### src/rtl/gmii_tx_pkg.sv
// Shared constants and state encoding for the GMII transmit frame scheduler.
package gmii_tx_pkg;
  localparam logic [7:0] PREAMBLE_BYTE = 8'h55;
  localparam logic [7:0] SFD_BYTE      = 8'hD5;
  localparam int         CNT_W         = 16;
  // Wide enough for PREAMBLE_LEN up to 15 and IFG_CYCLES up to 63.
  localparam int         TMR_W         = 6;

  typedef enum logic [2:0] {
    IDLE,
    PREAMBLE,
    DATA,
    DRAIN,
    IFG
  } tx_state_e;
endpackage

### src/rtl/gmii_tx_rr_arb.sv
// Two-way round-robin grant; the pointer moves away from the source just served on upd.
module gmii_tx_rr_arb (
  input  logic       clk,
  input  logic       rst_n,
  input  logic [1:0] req,
  input  logic       upd,
  input  logic       served,
  output logic       gnt_vld,
  output logic       gnt_id
);
  logic prio_q;
  logic prio_d;

  always_ff @(posedge clk or negedge rst_n) begin
    if (!rst_n) prio_q <= 1'b0;
    else        prio_q <= prio_d;
  end

  always_comb begin
    prio_d  = upd ? ~served : prio_q;
    gnt_vld = |req;
    gnt_id  = (req == 2'b11) ? prio_q : req[1];
  end
endmodule

### src/rtl/gmii_tx_arbiter.sv
// Frame-level scheduler sharing the GMII TX byte path between two byte-stream sources,
// adding preamble/SFD, enforcing the inter-packet gap and absorbing mid-frame underruns.
module gmii_tx_arbiter
  import gmii_tx_pkg::*;
#(
  parameter int unsigned PREAMBLE_LEN = 7,
  parameter int unsigned IFG_CYCLES   = 12
) (
  input  logic             rgmii_txclk,
  input  logic             rst_n,
  input  logic             tx_en,
  input  logic             s0_valid,
  input  logic [7:0]       s0_data,
  input  logic             s0_last,
  output logic             s0_ready,
  input  logic             s1_valid,
  input  logic [7:0]       s1_data,
  input  logic             s1_last,
  output logic             s1_ready,
  output logic [7:0]       gmii_txd,
  output logic             gmii_txdv,
  output logic             tx_busy,
  output logic [CNT_W-1:0] frame_cnt,
  output logic [CNT_W-1:0] underrun_cnt
);
  tx_state_e        state_q, state_d;
  logic             gnt_q, gnt_d;
  logic [TMR_W-1:0] tmr_q, tmr_d;
  logic [7:0]       txd_q, txd_d;
  logic             txdv_q, txdv_d;
  logic [CNT_W-1:0] frame_cnt_q, frame_cnt_d;
  logic [CNT_W-1:0] underrun_cnt_q, underrun_cnt_d;

  logic             arb_vld, arb_id, arb_upd;
  logic             sel_valid, sel_last;
  logic [7:0]       sel_data;

  gmii_tx_rr_arb u_rr_arb (
    .clk     (rgmii_txclk),
    .rst_n   (rst_n),
    .req     ({s1_valid, s0_valid} & {2{tx_en}}),
    .upd     (arb_upd),
    .served  (gnt_q),
    .gnt_vld (arb_vld),
    .gnt_id  (arb_id)
  );

  always_ff @(posedge rgmii_txclk or negedge rst_n) begin
    if (!rst_n) begin
      state_q        <= IDLE;
      gnt_q          <= 1'b0;
      tmr_q          <= '0;
      txd_q          <= 8'h00;
      txdv_q         <= 1'b0;
      frame_cnt_q    <= '0;
      underrun_cnt_q <= '0;
    end else begin
      state_q        <= state_d;
      gnt_q          <= gnt_d;
      tmr_q          <= tmr_d;
      txd_q          <= txd_d;
      txdv_q         <= txdv_d;
      frame_cnt_q    <= frame_cnt_d;
      underrun_cnt_q <= underrun_cnt_d;
    end
  end

  always_comb begin
    sel_valid = gnt_q ? s1_valid : s0_valid;
    sel_last  = gnt_q ? s1_last  : s0_last;
    sel_data  = gnt_q ? s1_data  : s0_data;
  end

  // tmr_q counts preamble bytes already registered, or IFG cycles spent.
  always_comb begin
    state_d        = state_q;
    gnt_d          = gnt_q;
    tmr_d          = tmr_q;
    txd_d          = 8'h00;
    txdv_d         = 1'b0;
    frame_cnt_d    = frame_cnt_q;
    underrun_cnt_d = underrun_cnt_q;
    case (state_q)
      IDLE: begin
        if (arb_vld) begin
          gnt_d   = arb_id;
          state_d = PREAMBLE;
          txd_d   = PREAMBLE_BYTE;
          txdv_d  = 1'b1;
          tmr_d   = TMR_W'(1);
        end
      end
      PREAMBLE: begin
        txdv_d = 1'b1;
        if (tmr_q == TMR_W'(PREAMBLE_LEN)) begin
          txd_d   = SFD_BYTE;
          state_d = DATA;
        end else begin
          txd_d = PREAMBLE_BYTE;
          tmr_d = tmr_q + TMR_W'(1);
        end
      end
      DATA: begin
        if (sel_valid) begin
          txd_d  = sel_data;
          txdv_d = 1'b1;
          if (sel_last) begin
            frame_cnt_d = frame_cnt_q + CNT_W'(1);
            state_d     = IFG;
            tmr_d       = '0;
          end
        end else begin
          underrun_cnt_d = underrun_cnt_q + CNT_W'(1);
          state_d        = DRAIN;
        end
      end
      DRAIN: begin
        if (sel_valid && sel_last) begin
          state_d = IFG;
          tmr_d   = '0;
        end
      end
      IFG: begin
        // The IDLE cycle that follows supplies the last txdv-low cycle of the gap.
        if (tmr_q == TMR_W'(IFG_CYCLES - 1)) state_d = IDLE;
        else                                 tmr_d   = tmr_q + TMR_W'(1);
      end
      default: state_d = IDLE;
    endcase
  end

  always_comb begin
    tx_busy      = (state_q != IDLE);
    s0_ready     = ((state_q == DATA) || (state_q == DRAIN)) && !gnt_q;
    s1_ready     = ((state_q == DATA) || (state_q == DRAIN)) &&  gnt_q;
    arb_upd      = (state_q == IFG);
    gmii_txd     = txd_q;
    gmii_txdv    = txdv_q;
    frame_cnt    = frame_cnt_q;
    underrun_cnt = underrun_cnt_q;
  end
endmodule
### config.mk
export PLATFORM = sky130hd
export DESIGN_NAME = gmii_tx_arbiter
export DESIGN_NICKNAME = d
export VERILOG_FILES = /design/src/rtl/gmii_tx_pkg.sv /design/src/rtl/gmii_tx_rr_arb.sv /design/src/rtl/gmii_tx_arbiter.sv
export SDC_FILE = /design/constraint.sdc
export NUM_CORES = 1
export LEC_CHECK = 0
export BUFFER_PORTS_ARGS = -buffer_cell sky130_fd_sc_hd__clkbuf_2
export CELL_PAD_IN_SITES_DETAIL_PLACEMENT = 1
export CELL_PAD_IN_SITES_GLOBAL_PLACEMENT = 2
export CORE_MARGIN = 8
export CORE_UTILIZATION = 35
export CTS_CLUSTER_SIZE = 25
export DETAILED_ROUTE_END_ITERATION = 7
export PLACE_DENSITY_LB_ADDON = 0.1
export SLEW_MARGIN = 5
export SYNTH_ARGS = -nofsm -noshare
export SYNTH_HDL_FRONTEND = slang
export SYNTH_SLANG_ARGS = --single-unit
### constraint.sdc
create_clock -name rgmii_txclk -period 3 [get_ports rgmii_txclk]
set_input_delay 0.3 -clock rgmii_txclk [delete_from_list [all_inputs] [get_ports rgmii_txclk]]
set_output_delay 0.3 -clock rgmii_txclk [all_outputs]
set_load 0.02 [all_outputs]
==> run metrics, run 1 <==
status=finished, final reports clean; fin area=just over 3000 sq um; peak fanout along the critical path=10; total power=~0.0022 W; Cell Int Power=0.00138 W; combinational fraction of design power=35.4%; switching power=0.000821 W; Yosys reg bits=52; Synth Net Count=261; Sw Ratio=between 30% and 40%; Overall Global Routing Usage=13.3%; antenna violations before repair=0; required time of the critical path=3.18 ns; fillers=~860; CTS tree=built; PostCTS Resize Cnt=0; R2R Path Start=gnt_q; dpl hpwl=just under 5000 um; DR vias=around 2,000; Final Max Tran Viols=0; Rel. slew slack=between 40 and 50%; Static Leak=1.50 nW; IO Pins=67; GPL Wtd Cong=between 0.8 and 0.9; Final nets=330; Die Wd=~100 um; CP Data Arrival Time=2.29 ns; Die Y=101 um; wire per inst=about 16 um; first-pass GRT wire length=roughly 11,000 um; DP Area=~3000 sq um; warning count from the yosys run=0; clock tree buffer depth=2; H-tree depth=2; fin crit share=a little over two thirds; synth unique cells=45; largest net degree at the start of global routing=35; Clock power frac=between 20 and 25%; clk sinks=52; num rows=31; RSZ-0062 raised after global routing=no; worst vdd ir=approximately 0.00034 V; Synth Area per Inst=10.8 sq um; metal2 WL=slightly below 3000 um; final wirelength=between 6000 and 7000 um; vias in the first global route=roughly 2,100; Period minus WS final=around 2.1 ns; skew final=roughly 0.0082 ns; Worst Setup End Kind=flop; CTS Hold Bufs=0; TritonCTS Buffers=5; Setup-failing EPs final=0; area share of the largest cell type after synthesis=51.4%; post-CTS setup buffer count=0; root buf cell=clkbuf_8; Top Layer Used=met4; ANT cells=0; metal3 WL=between 300 and 400 um; fmax=roughly 0.48 GHz; setup_tns=0 ns; Final ANT Viol Nets=0; final worst-path setup slack=roughly 0.89 ns; CP startpoint=gnt_q; vias per inst=between 4 and 5; Max-cap violations=0; Initial Utilization=a little over a third; layout cells sized above 1=28.9%; ys flop type=dfrtp_1; ranking of synthesized cells by area=dfrtp_1, xnor2_1, nand2_1; Worst-Margin Slew=0.859 ns; GRT Residual Overflow=0; Hold Vio Cnt, Final=0; area leader, netlist=dfrtp_1; pre-CTS setup slack=roughly 0.89 ns; Cells after Synth=~240; Clock Latency Late Sink=around 0.30 ns; startpoint types=flop; Hold Crit Class=primary input to async pin; asr flop ratio synth=100%; drt first pass iters=4; M1 WL=a little under 3000 um; area added between synthesis and finish=21.5%; final core occ=between 40% and 50%; post-synthesis sequential area ratio=about half; core footprint=just over 7000 sq um; full die area=between 10,000 and 15,000 sq um; DRC Markers=0; clock slew at reported path FFs=approximately 0.09 ns; Power Density=a little over 700 nW/um^2; Setup CP Type=flop to flop; Sequential Power Share=a little over two fifths; PortBufs=66; DR iter-0 viols=46; Cell Area, Synth=about 2500 sq um; Post-synth EDFFs=0
==> per-stage QoR <==
| step | std cells | hold WS, ns |
|---|---|---|
| after floorplan | 235 | 0.00441 |
| after global placement | 396 | 0.457 |
| after detailed placement | 396 | 0.458 |
| after CTS | 404 | 0.122 |
| after global routing | 404 | 0.162 |
| final | 404 | 0.0904 |
==> power by group through the flow <==
stage / Clock, W / Combinational (W) / Sequential (W)
after floorplan: 0 / 0.000549 / 0.000965
after global placement: 0 / 0.000787 / 0.000952
after detailed placement: 0 / 0.000794 / 0.000957
after CTS: 0.000499 / 0.000798 / 0.000943
after global routing: 0.000523 / 0.000873 / 0.000961
final: 0.000482 / 0.000781 / 0.000942
==> state kept, by name (all words and copies together) (netlist names) <==
register / count
gmii_txdv: 1
gnt_q: 1
u_rr_arb.prio_q: 1
frame_cnt: 16
state_q: 3
gmii_txd: 8
tmr_q: 6
underrun_cnt: 16
==> area by class of cell <==
| cell class | count | area (sq um) | share of cell area [%] |
|---|---|---|---|
| Clock buffer | 6 | 72.6 | 2.36 |
| Clock inverter | 2 | 35.0 | 1.14 |
| Inverter | 6 | 22.5 | 0.733 |
| Multi-Input combinational cell | 169 | 1160 | 37.7 |
| Sequential cell | 52 | 1300 | 42.3 |
| Tap cell | 99 | 124 | 4.03 |
| Timing Repair Buffer | 70 | 360 | 11.7 |
==> worst max-delay path, cell delays in order, from the launching register on <==
cell	delay, ns
dfrtp_1	0.46
mux2i_4	0.40
nand2b_1	0.39
o2bb2ai_1	0.15
nor3b_1	0.23
mux2_1	0.36
==> kinds of logic (layout without fill, tap and decap cells) <==
kind of cell             after synthesis  in the layout  share of synthesized area (%)
buffers and inverters                 14             84                           2.82
multiplexers                          14             14                           6.52
AO/OA/AOI/OAI                         26             26                           7.71
XOR/XNOR                              30             30                           10.4
flip-flops                            52             52                           51.4
AND/OR/NAND/NOR                       96             96                           19.7
adder cells (fa/ha/maj)                3              3                           1.48
==> synth_stat cells, types with 2 or more instances <==
master / number
a21oi_1: 2
a31o_1: 2
a31oi_1: 3
a41oi_1: 2
and2_1: 2
and3_1: 4
buf_2: 3
buf_4: 2
clkbuf_1: 2
dfrtp_1: 52
ha_1: 3
inv_1: 6
mux2_1: 2
mux2i_1: 8
nand2_1: 27
nand2b_1: 2
nand3_1: 12
nand4_1: 13
nor2_1: 18
nor2_2: 2
nor2b_1: 3
nor3_1: 3
nor3b_1: 4
o21ai_0: 6
o21ai_1: 3
o31a_1: 2
xnor2_1: 23
xor2_1: 7
==> cell usage in the layout, fill, tap and decap left out, drive strengths merged, types with 6 or more instances in the layout <==
master,instances
nand4,13
mux2i,10
xnor2,23
xor2,7
nor2,20
nand3,12
o21ai,9
clkbuf,72
nand2,27
dfrtp,52
inv,6
==> routing by layer <==
metal	up-vias	GRT usage [%]
li1	957	-
met1	968	17.2
met2	46	21.0
met3	5	4.14
met4	0	2.75
met5	-	0
==> worst paths after layout <==
kind                       depth (start not counted)       endpoint  slack, ns
max in group asynchronous                          2          gnt_q       2.17
min reg2reg                                        1  frame_cnt[15]       0.47
min in group rgmii_txclk                           3    gmii_txd[3]       0.24
min                                                1  frame_cnt[11]       0.09
max                                                5     state_q[0]       0.89
max reg2reg                                        5     state_q[0]       0.89
Note: power is estimated with default switching activity, not from simulation.
==> run 2, diff against run 1 <==
--- a/config.mk
+++ b/config.mk
@@ -9,7 +9,7 @@
 export CELL_PAD_IN_SITES_DETAIL_PLACEMENT = 1
 export CELL_PAD_IN_SITES_GLOBAL_PLACEMENT = 2
 export CORE_MARGIN = 8
-export CORE_UTILIZATION = 35
+export CORE_UTILIZATION = 29
 export CTS_CLUSTER_SIZE = 25
 export DETAILED_ROUTE_END_ITERATION = 7
 export PLACE_DENSITY_LB_ADDON = 0.1
==> constraint.sdc (replaced) <==
create_clock -name rgmii_txclk -period 1.7 [get_ports rgmii_txclk]
set_input_delay 0.17 -clock rgmii_txclk [delete_from_list [all_inputs] [get_ports rgmii_txclk]]
set_output_delay 0.17 -clock rgmii_txclk [all_outputs]
set_load 0.02 [all_outputs]
==> run 2 against run 1 <==
Compared with the run above: the flow now finishes with violations (negative setup slack); power is 100% higher; cell area up 18%; cell count is 13% higher; via count is 7.9% higher; worst hold slack better by 0.0095 ns; clock skew is 0.0012 ns higher; maximum frequency increased by 21%; critical path type unchanged; highest routed layer unchanged.
==> run metrics, run 2 (synthesis gave the netlist of run 1 again) <==
status=complete, but fails checks; failing checks=negative setup slack; Power Density=around 1200 nW/um^2; fin crit share=103%; largest net degree at the start of global routing=between 50 and 60; Cell Int Power=around 0.0028 W; most frequent cells in the layout=clkbuf_2, dfrtp_1, buf_4; GRT Residual Overflow=0; Reg area=approximately 1300 sq um; startpoint types=flop; final core occ=about 42%; Setup-failing EPs final=9; Clock Latency Late Sink=around 0.31 ns; IO Pins=67; Worst Path Buf+Inv=0; DR iter-0 viols=23; Rel. slew slack=between 70% and 80%; Period minus WS final=1.75 ns; DR vias=2,133; Setup CP Type=flop to flop; PortBufs=between 60 and 70; Hold Crit Class=primary input to flop; Worst Setup End Kind=flop; num rows=34; RSZ-0062 raised after global routing=yes; Max stage delay on crit path=about 0.45 ns; vias per inst=~4.7; fin area=approximately 3600 sq um; fillers=~1,000; antenna violations before repair=0; TritonCTS Buffers=5; Sw Ratio=about 37%; ANT cells=0; clock tree buffer depth=2; Initial Utilization=between 20% and 30%; fmax=around 0.57 GHz; first-pass GRT wire length=roughly 11,000 um; Die Y=~110 um; core footprint=~8600 sq um; CP Data Arrival Time=about 1.9 ns; switching power=approximately 0.0016 W; Worst-Margin Slew=approximately 0.35 ns; total power=around 0.0045 W; root buf cell=clkbuf_8; combinational fraction of design power=a little under half; worst vdd ir=0.000536 V; critical path's top delay family=multiplexers; full die area=approximately 12,000 sq um; area added between synthesis and finish=42.9%; clk sinks=52; dpl hpwl=slightly above 5000 um; DP Area=3280 sq um; Overall Global Routing Usage=a little under an eighth; area of the multi-input gates=about 1300 sq um; Final nets=~370; final worst-path setup slack=-0.0456 ns; Max-cap violations=0; skew final=0.00942 ns; Clock power frac=roughly 16%; Final ANT Viol Nets=0; clock slew at reported path FFs=~0.10 ns; Die Wd=approximately 110 um; drt first pass iters=4; peak fanout along the critical path=6; Static Leak=about 1.8 nW; Crit-path slowest cell=dfrtp_2; CP Cell Sequence=mux2i_4, nor2_2, o32ai_4, nor3b_2, mux2_4; Hold Vio Cnt, Final=0; wire per inst=15.0 um; required time of the critical path=1.90 ns; CTS tree=built; GPL Wtd Cong=about 0.78; commonest non-fill, non-tap cell in the layout=clkbuf_2; H-tree depth=2; Sequential Power Share=~37%; layout cells sized above 1=a little under half; vias in the first global route=between 2,000 and 2,500; DRC Markers=0; final wirelength=a little under 7000 um; Final Max Tran Viols=0
-- run 2: cell count changes in the layout (fill, tap and decap cells not counted), sizes merged --
cell	change
clkinvlp	+1
dlygate4sd3	+1
bufinv	-1
buf	+44
clkbuf	-2
-- run 2: power groups by stage --
stage | registers, W | logic, W | clock network, W
after floorplan | 0.00171 | 0.00104 | 0
after global placement | 0.00164 | 0.00185 | 0
after detailed placement | 0.00165 | 0.00188 | 0
after CTS | 0.00163 | 0.00195 | 0.000745
after global routing | 0.00168 | 0.00232 | 0.000789
final | 0.00164 | 0.00211 | 0.000708
-- run 2: final timing paths --
kind                                    end  slack, ns  cells after the start        startpoint
hold / removal                        gnt_q        0.1                      2             tx_en
min in group asynchronous      frame_cnt[4]       0.40                      3             rst_n
max in group asynchronous        state_q[2]       1.03                      3             rst_n
setup / recovery                 state_q[0]      -0.05                      5             gnt_q
setup reg to reg                 state_q[0]      -0.05                      5             gnt_q
hold reg to reg            underrun_cnt[15]       0.47                      1  underrun_cnt[15]
-- run 2: metal layers --
metal,part of all wire [%],up-vias,GRT usage (%)
li1,-,1040,-
met1,44,1047,14.7
met2,49,41,20.7
met3,5.9,5,2.99
met4,0.79,0,2.60
met5,0,-,0
-- run 2: area by class of cell --
class	count	area share (%)
Clock inverter	2	0.346
Multi-Input combinational cell	169	37.2
Inverter	6	0.623
Clock buffer	5	1.90
Tap cell	108	3.74
Sequential cell	52	36.1
Timing Repair Buffer	114	20.1
-- run 2: repair_timing --
action / 4_1_cts / 5_1_grt
pin swaps: 9 / 20
resized for setup: 12 / 30
endpoints found under the hold margin: 52 / 0
hold buffers: 1 / 0
buffers inserted: 5 / 8
setup endpoints to repair: 28 / 34
-- run 2: per-stage QoR --
step / hold WS [ns] / setup WS, ns / std cells / TNS [ns]
2_1_floorplan: -0.126 / -0.0511 / 235 / -0.285
3_3_place_gp: 0.200 / -0.0956 / 438 / -0.840
3_5_place_dp: 0.196 / -0.152 / 438 / -1.67
4_1_cts: 0.0943 / -0.0891 / 449 / -0.533
5_1_grt: 0.106 / -0.151 / 456 / -2.63
6_report: 0.0999 / -0.0456 / 456 / -0.177
==> run 3, diff against run 2 <==
--- a/config.mk
+++ b/config.mk
@@ -6,10 +6,10 @@
 export NUM_CORES = 1
 export LEC_CHECK = 0
 export BUFFER_PORTS_ARGS = -buffer_cell sky130_fd_sc_hd__clkbuf_2
-export CELL_PAD_IN_SITES_DETAIL_PLACEMENT = 1
-export CELL_PAD_IN_SITES_GLOBAL_PLACEMENT = 2
+export CELL_PAD_IN_SITES_DETAIL_PLACEMENT = 0
+export CELL_PAD_IN_SITES_GLOBAL_PLACEMENT = 1
 export CORE_MARGIN = 8
-export CORE_UTILIZATION = 29
+export CORE_UTILIZATION = 36
 export CTS_CLUSTER_SIZE = 25
 export DETAILED_ROUTE_END_ITERATION = 7
 export PLACE_DENSITY_LB_ADDON = 0.1
==> run 3 against run 2 <==
Compared with the run above: non-clock buffer count down 4; worst hold slack worse by 0.0064 ns; flip-flop and latch count unchanged; global-route usage up 0.50 points; the flow still finishes with violations (negative setup slack); clock-buffer cell count unchanged; clock skew down 0.0041 ns; combinational power about the same; sequential share of layout area down 0.14 points; clock power down 3.8%; routed wire length down 10%; via count down 2.5%.
==> run metrics, run 3 (synthesis gave the netlist of run 1 again) <==
ANT cells=0; Power Density=between 1000 and 1500 nW/um^2; full die area=9970 sq um; dpl hpwl=about 4500 um; commonest non-fill, non-tap cell in the layout=clkbuf_2; antenna violations before repair=0; Die Wd=between 90 and 100 um; DR vias=between 2,000 and 2,500; Worst Setup End Kind=flop; core footprint=between 6000 and 7000 sq um; fin area=about 3600 sq um; peak fanout along the critical path=5; final worst-path setup slack=-0.0852 ns; Final ANT Viol Nets=0; num rows=30; startpoint types=flop; Max-cap violations=0; Crit-path slowest cell=dfrtp_2; H-tree depth=2; area added between synthesis and finish=43.4%; clock tree buffer depth=2; Worst Path Buf+Inv=1; root buf cell=clkbuf_8; Period minus WS final=between 1.5 and 2 ns; clk sinks=52; CTS tree=built; clock slew at reported path FFs=~0.090 ns; Worst-Margin Slew=around 0.34 ns; worst hold margin=approximately 0.093 ns; vias per inst=between 4 and 5; layout cells sized above 1=~48%; R2R Path Start=gnt_q; grt met1 use=14.6%; GRT Residual Overflow=0; fillers=641; Die Y=~100 um; Initial Utilization=a little under two fifths; fin crit share=105%; Clock Latency Late Sink=0.30 ns; Setup-failing EPs final=10; Overall Global Routing Usage=between 10% and 20%; wire per inst=between 10 and 15 um; drt first pass iters=4; largest net degree at the start of global routing=53; most frequent cells in the layout=clkbuf_2, dfrtp_1, buf_4; GPL Wtd Cong=just under 0.8; Hold Startpoint=tx_en; required time of the critical path=~1.9 ns; status=complete, but fails checks; Hold Crit Class=primary input to flop; CP startpoint=gnt_q; Static Leak=1.78 nW; Final Max Tran Viols=0; skew final=0.00531 ns; TritonCTS Buffers=5; met3 GRT Util=approximately 4.8%; IO Pins=between 60 and 70; fmax=0.560 GHz; M2 GR Usage=20.7%; final wirelength=slightly above 6000 um; worst vdd ir=~0.00052 V; CP Data Arrival Time=between 1.5 and 2 ns; DP Area=3240 sq um; critical path's top delay family=multiplexers; Hold Vio Cnt, Final=0; first-pass GRT wire length=between 10,000 and 15,000 um; Setup CP Type=flop to flop; final core occ=between 50% and 60%; DR iter-0 viols=82; RSZ-0062 raised after global routing=yes; GR peak layer=met2; Final nets=between 300 and 400; fin cells=440; failing checks=negative setup slack; DRC Markers=0; Rel. slew slack=about 77%; dpl cells=roughly 420; CP Cell Sequence=mux2i_4, buf_6, nand2_4, nand4_1, nor2_2, mux2_4; Max stage delay on crit path=between 0.4 and 0.5 ns; vias in the first global route=2,179; PortBufs=between 60 and 70
-- run 3: stage by stage --
stage / total power [W] / worst slack, ns / TNS [ns]
3_5_place_dp: 0.00344 / -0.172 / -1.63
3_3_place_gp: 0.00342 / -0.137 / -1.03
2_1_floorplan: 0.00274 / -0.0511 / -0.285
6_report: 0.00440 / -0.0852 / -0.357
5_1_grt: 0.00470 / -0.201 / -2.56
4_1_cts: 0.00423 / -0.0918 / -0.361
-- run 3: layout make-up --
type                    count  area, sq um  share of cell area [%]
clock buffers               5         68.8                    1.90
clock inverters             2         12.5                   0.345
inverters                   6         22.5                   0.620
multi-input cells         169         1390                    38.2
flip-flops and latches     52         1300                    35.9
well taps                  96          120                    3.31
repair buffers            110          714                    19.7
-- run 3: power by group --
part	leakage (nW)	internal, W	switching (W)	total (W)
sequential	0.697	0.00144	0.000181	0.00162
combinational	1.04	0.00107	0.00103	0.00210
clock	0.0400	0.000280	0.000401	0.000681
-- run 3: final timing paths --
check / cells past startpoint / slack [ns] / to
max: 6 / -0.09 / tmr_q[0]
max in group asynchronous: 3 / 1.05 / state_q[2]
min reg2reg: 1 / 0.47 / underrun_cnt[15]
max reg2reg: 6 / -0.09 / tmr_q[0]
min in group asynchronous: 3 / 0.39 / frame_cnt[8]
min: 2 / 0.09 / gnt_q
-- run 3: worst reg2reg max path, stage by stage, from the launching register on --
cell,delay (ns)
dfrtp_2,0.47
mux2i_4,0.24
buf_6,0.15
nand2_4,0.05
nand4_1,0.23
nor2_2,0.23
mux2_4,0.31
-- run 3: what timing repair did --
action                     4_1_cts  5_1_grt
hold endpoints to repair        52        0
setup endpoints to repair       27       33
buffers inserted                 2        8
gates resized for setup         13       39
hold buffers                     1        0
pin swaps                       10       23
-- run 3: metal layers --
layer,routed length (um),vias up
li1,-,1032
met1,2750,990
met2,2900,51
met3,426,6
met4,63,0
met5,0,-
